File: config.mk
export PLATFORM = sky130hd
export DESIGN_NAME = bus_arbiter_rr
export DESIGN_NICKNAME = d
export VERILOG_FILES = /design/src/rtl/bus_arbiter_rr.sv
export SDC_FILE = /design/constraint.sdc
export NUM_CORES = 1
export LEC_CHECK = 0
export ABC_AREA = 1
export CAP_MARGIN = 15
export CORE_AREA = 2 2 168 170
export CTS_BUF_LIST = sky130_fd_sc_hd__clkbuf_8
export DETAILED_ROUTE_END_ITERATION = 8
export DIE_AREA = 0 0 170 172
export PLACE_DENSITY = 0.45
export SYNTH_ARGS = -nofsm -noshare
export SYNTH_HDL_FRONTEND = slang
export SYNTH_SLANG_ARGS = --single-unit
File: constraint.sdc
create_clock -name clk -period 2.6 [get_ports clk]
set_clock_uncertainty 0.15 [all_clocks]
set_input_delay 0.39 -clock clk [delete_from_list [all_inputs] [get_ports clk]]
set_output_delay 0.39 -clock clk [all_outputs]
set_load 0.01 [all_outputs]
File: src/rtl/bus_arbiter_rr.sv
// -----------------------------------------------------------------------------
// bus_arbiter_rr
//   Round-robin arbiter that shares one Avalon-MM slave port among
//   NUM_MASTERS masters. The owner is picked combinationally in IDLE (zero
//   cycle grant latency) and frozen in BUSY while the slave stalls.
//
//   Handshake: a master's command is accepted by the slave on a rising clk
//   edge where it is the owner (grant bit high) and its m_waitrequest is 0;
//   m_waitrequest of the owner mirrors avl_waitrequest, all other masters see 1.
//
// Parameters
//   NUM_MASTERS  number of masters (2..8)
//   ADDR_W       address width (data is 32 bits, byteenable 4 bits)
//
// Ports
//   clk, rst_n          rising-edge clock, asynchronous active-low reset
//   m_read/m_write      per-master command requests (master i at bit i)
//   m_address           per-master address, master i at slice i*ADDR_W
//   m_writedata         per-master write data, master i at slice i*32
//   m_byteenable        per-master byte enables, master i at slice i*4
//   m_waitrequest       per-master stall
//   m_readdata          slave read data broadcast to all masters
//   avl_*               slave-side command / address / data / stall
//   grant               one-hot current owner, zero when idle
//   state_dbg           FSM state (0 = IDLE, 1 = BUSY) for observation
//
// Configuration
//   BUS_ARBITER_RR_PRIO0_EN  when defined, master 0 wins every IDLE
//                            arbitration in which it requests.
// -----------------------------------------------------------------------------
module bus_arbiter_rr #(
    parameter int NUM_MASTERS = 4,
    parameter int ADDR_W      = 32
) (
    input  logic                          clk,
    input  logic                          rst_n,
    input  logic [NUM_MASTERS-1:0]        m_read,
    input  logic [NUM_MASTERS-1:0]        m_write,
    input  logic [NUM_MASTERS*ADDR_W-1:0] m_address,
    input  logic [NUM_MASTERS*32-1:0]     m_writedata,
    input  logic [NUM_MASTERS*4-1:0]      m_byteenable,
    output logic [NUM_MASTERS-1:0]        m_waitrequest,
    output logic [31:0]                   m_readdata,
    output logic                          avl_read,
    output logic                          avl_write,
    output logic [ADDR_W-1:0]             avl_address,
    output logic [31:0]                   avl_writedata,
    output logic [3:0]                    avl_byteenable,
    input  logic [31:0]                   avl_readdata,
    input  logic                          avl_waitrequest,
    output logic [NUM_MASTERS-1:0]        grant,
    output logic                          state_dbg
);

    localparam int IDX_W = (NUM_MASTERS > 1) ? $clog2(NUM_MASTERS) : 1;

    typedef enum logic {
        IDLE = 1'b0,
        BUSY = 1'b1
    } state_t;

    state_t           state, state_nx;
    logic [IDX_W-1:0] last_owner, last_owner_nx;
    logic [IDX_W-1:0] busy_owner, busy_owner_nx;
    logic [IDX_W-1:0] pick;
    logic             pick_found;
    logic [IDX_W-1:0] owner;
    logic             owner_valid;
    logic [NUM_MASTERS-1:0] req;
    int               idx;

    assign req        = m_read | m_write;
    assign m_readdata = avl_readdata;
    assign state_dbg  = state;

    // Round-robin search starting after the last owner that completed.
    always_comb begin
        pick       = last_owner;
        pick_found = 1'b0;
        idx        = 0;
        for (int k = 1; k <= NUM_MASTERS; k++) begin
            idx = (int'(last_owner) + k) % NUM_MASTERS;
            if (!pick_found && req[IDX_W'(idx)]) begin
                pick       = IDX_W'(idx);
                pick_found = 1'b1;
            end
        end
`ifdef BUS_ARBITER_RR_PRIO0_EN
        // Instruction fetch master overrides the rotation whenever it asks.
        if (req[0]) begin
            pick       = '0;
            pick_found = 1'b1;
        end
`endif
    end

    // Owner selection, slave-side mux, and next-state logic.
    always_comb begin
        owner          = pick;
        owner_valid    = pick_found;
        grant          = '0;
        m_waitrequest  = '1;
        avl_read       = 1'b0;
        avl_write      = 1'b0;
        avl_address    = '0;
        avl_writedata  = '0;
        avl_byteenable = '0;
        state_nx       = state;
        last_owner_nx  = last_owner;
        busy_owner_nx  = busy_owner;

        if (state == BUSY) begin
            // Frozen owner; if it drops its request the transfer is abandoned.
            owner       = busy_owner;
            owner_valid = req[busy_owner];
        end
        // Keep the slave side quiet while reset is held, even with requests up.
        owner_valid = owner_valid & rst_n;

        if (owner_valid) begin
            grant[owner]         = 1'b1;
            m_waitrequest[owner] = avl_waitrequest;
            avl_write            = m_write[owner];
            // A simultaneous read and write forwards only the write.
            avl_read             = m_read[owner] & ~m_write[owner];
            avl_address          = m_address[owner*ADDR_W +: ADDR_W];
            avl_writedata        = m_writedata[owner*32 +: 32];
            avl_byteenable       = m_byteenable[owner*4 +: 4];
        end

        case (state)
            IDLE: begin
                if (owner_valid) begin
                    if (avl_waitrequest) begin
                        state_nx      = BUSY;
                        busy_owner_nx = owner;
                    end else begin
                        last_owner_nx = owner;
                    end
                end
            end
            BUSY: begin
                if (!owner_valid) begin
                    state_nx = IDLE;
                end else if (!avl_waitrequest) begin
                    state_nx      = IDLE;
                    last_owner_nx = owner;
                end
            end
            default: state_nx = IDLE;
        endcase
    end

    always_ff @(posedge clk or negedge rst_n) begin
        if (!rst_n) begin
            state      <= IDLE;
            last_owner <= IDX_W'(NUM_MASTERS - 1);
            busy_owner <= '0;
        end else begin
            state      <= state_nx;
            last_owner <= last_owner_nx;
            busy_owner <= busy_owner_nx;
        end
    end

endmodule

==> results.sh, run 1 <==
export IMPL_layout_area_overhead_vs_synth_pct=152
export IMPL_power_per_cell_area_nw_per_um2=1460
export IMPL_detail_route_drc_violations=0
export IMPL_initial_core_util_pct=14.5
export IMPL_synth_enable_flop_cells=0
export IMPL_rows=61
export IMPL_slew_headroom_pct=80.8
export IMPL_start_kind="flip-flop"
export IMPL_critPathLaunch="last_owner[0]"
export IMPL_synthFlopType="dfrtp_1"
export IMPL_power_leakage_nw=4.74
export IMPL_cts_sinks=5
export IMPL_netlist_cell_type_count=27
export IMPL_route_final_wire_length_mm=33.6
export IMPL_final_cell_area_sq_um=10000
export IMPL_post_synth_top_area_fraction_pct=35.7
export IMPL_path_clk_slew_ns=0.03
export IMPL_grt_pass1_wl_mm=42.2
export IMPL_timing_setup_critical_path_class="reg2out"
export IMPL_core_area_sq_um=27500
export IMPL_portBuffers=361
export IMPL_yosys_area_top_type="nand2_1"
export IMPL_timing_hold_worst_class="in2async"
export IMPL_syn_instance_count=832
export IMPL_detailedRoute_firstPassIterationCount=5
export IMPL_synth_area_sq_um=3980
export IMPL_first_global_vias=7121
export IMPL_critical_path_fanout_max=7
export IMPL_track_usage_pct=18.9
export IMPL_status="finished with violations"
export IMPL_worst_ir_drop_vdd_v=0.000540
export IMPL_finalHoldViolations=0
export IMPL_die_w_um=170
export IMPL_worstSkewPairLatency_ns=0.22
export IMPL_grt_setup_unrepaired="yes"
export IMPL_r2r_worst_path_cells=18
export IMPL_synth_fp_nets=1147
export IMPL_place_detailed_hpwl_mm=19.4
export IMPL_vias_per_cell=4.65
export IMPL_timing_max_cap_violations=0
export IMPL_tightest_slew_ns=0.287
export IMPL_finalCritPeriodShare_pct=120
export IMPL_worst_r2r_end="busy_owner[1]"
export IMPL_timing_reg2reg_setup_slack_ns=-0.09
export IMPL_layout_filler_cells=2982
export IMPL_synth_most_common_cell="nand2_1"
export IMPL_final_core_util_pct=36.5
export IMPL_clk_root_buffer_cell="clkbuf_8"
export IMPL_postLayoutSetupSlackWorst_ns=-0.531
export IMPL_ys_warn_count=0
export IMPL_antenna_violations_before_repair=0
export IMPL_finalWeightedCongestion=0.864
export IMPL_post_synth_cell_area_avg_sq_um=4.78
export IMPL_critPathCapture="avl_writedata[6]"
export IMPL_die_height_um=172
export IMPL_yosys_top_cells_count="nand2_1, nand3_1, a21oi_1"
export IMPL_drt_initial_drc_count=381
export IMPL_htreeDepth=1
export IMPL_failing_checks="setup timing"
export IMPL_cp_data_arrival_time_ns=2.59
export IMPL_cts_tree="built"
export IMPL_die_footprint_sq_um=29200
export IMPL_post_route_cells_drive_above_1_share_pct=33.2
export IMPL_synth_ff_latch_count=5
export IMPL_part_of_the_yosys_area_used_for_sequential_elements_pct=3.21
export IMPL_regToRegStartpoint="last_owner[0]"
export IMPL_antenna_cells_inserted=0
export IMPL_gr_total_overflow=0
export IMPL_cp_end_kind="output port"
export IMPL_fmax_mhz=319
export IMPL_nNetsFinal=1555
export IMPL_drtAntennaViolNets=0
export IMPL_hold_buffers=0
export IMPL_number_of_vias_in_the_routed_layout=7371
export IMPL_post_dp_cell_area_sq_um=8110
export IMPL_avgRoutedWirePerCell_um=21.2
export IMPL_grt_start_max_net_pins=44
export IMPL_clockBufferDepth=2
export IMPL_cts_made_buffers=3
export IMPL_dp_cells=1499
export IMPL_finish_cell_count_without_fillers=1585
export IMPL_worst_endpoint_required_ns=2.06
export IMPL_pin_count=426
export IMPL_synth_async_reset_ratio_pct=100
export IMPL_period_minus_slack_ns=3.13
export IMPL_setup_violations=80
export IMPL_finalMaxSlewViolations=0
export IMPL_synth_top_cells_by_area="nand2_1, nand3_1, a21oi_1"
critical path, cell delays in order (launching register included):
cell and delay [ns]:
dfstp_2 0.57, buf_12 0.13, buf_6 0.09, nand2_2 0.05, nand2_2 0.08, nand2_2 0.07
nand2_4 0.11, nand3_4 0.09, nand2_4 0.11, nand3_4 0.12, buf_8 0.17, buf_12 0.15
buf_12 0.14, buf_6 0.11, nand3_2 0.04, nand2_1 0.05, nand2_1 0.07, a21oi_2 0.06
buf_2 0.14
kinds of logic (layout without fill, tap and decap cells):
family	after synthesis	count (layout)	share of synthesized area [%]
AND/OR/NAND/NOR	630	631	68.1
flip-flops	5	5	3.21
AO/OA/AOI/OAI	79	79	10.3
buffers and inverters	118	524	18.4
flip-flops by register name, indices dropped and copies added, names as in the netlist:
name	flops
state_dbg	1
last_owner	2
busy_owner	2
final cells by class:
cell class / instances / area [sq um] / area share [%]
tap: 346 / 433 / 4.32
inverter: 10 / 45.0 / 0.449
timing repair buffer: 510 / 5520 / 55.0
clock inverter: 1 / 3.75 / 0.0374
clock buffer: 3 / 41.3 / 0.412
multi-input combinational: 710 / 3860 / 38.5
sequential: 5 / 128 / 1.27
power breakdown:
group	internal (mW)	leakage [nW]	total [mW]	switching (mW)
logic	6.78	4.65	14.4	7.58
registers	0.122	0.0574	0.173	0.0512
clock network	0.101	0.0269	0.142	0.0408
total	7.00	4.74	14.7	7.67
worst min path at each step:
stage / start / endpoint / depth (start not counted)
finish: rst_n / busy_owner[0] / 2
CTS: rst_n / busy_owner[0] / 2
global placement: busy_owner[1] / busy_owner[1] / 2
detailed placement: busy_owner[1] / busy_owner[1] / 2
global route: rst_n / state_dbg / 2
floorplan: rst_n / busy_owner[0] / 0
what timing repair did:
action | CTS | global route
resized for setup | 383 | 226
gates cloned | 16 | 23
endpoints found under the setup margin | 78 | 83
pin swaps | 21 | 56
buffers inserted | 36 | 20
layout by cell type (no fill, tap or decap), types with 2 or more instances in the layout:
cell type          n
nand2_8            2
buf_6             33
clkdlybuf4s50_1  275
o21ai_0            2
dfrtp_1            3
clkbuf_8           3
nand3_4            4
a21oi_4            2
nand2_2           70
nand3_2           14
clkbuf_16         18
nor3_4             3
buf_12            28
nor2_4             3
a21oi_2           42
buf_16            14
inv_2              5
buf_2             74
nand2_1          294
a21oi_1           26
o21ai_1            2
nor3_1             2
inv_1              4
nor2_2             3
buf_8             14
nor2_1             6
buf_4             46
dfstp_2            2
nand3_1          202
dlygate4sd2_1      8
nand2_4           24
through the flow:
step	hold WS, ns	setup TNS (ns)	total power, mW	setup slack, ns
2_1_floorplan	-0.0556	0	5.37	0.0966
3_3_place_gp	0.419	-74.41	9.40	-1.05
3_5_place_dp	0.429	-76.60	9.37	-1.09
4_1_cts	0.317	-43.56	12.0	-0.691
5_1_grt	0.330	-44.54	15.7	-0.634
6_report	0.314	-35.44	14.7	-0.531
layer usage:
metal	wire, um	vias to the layer above	track usage (%)
li1	-	3536	-
met2	16200	338	33.1
met3	2750	39	3.71
met1	14000	3458	23.8
met4	748	0	4.46
met5	0	-	0
Power figures use the tool's default switching activity.
==> run 2, diff against run 1 <==
Settings changed: CTS_CLUSTER_DIAMETER set to 30.
==> results of run 2 <==
No change in the layout: final DEF, timing and power equal those of run 1.
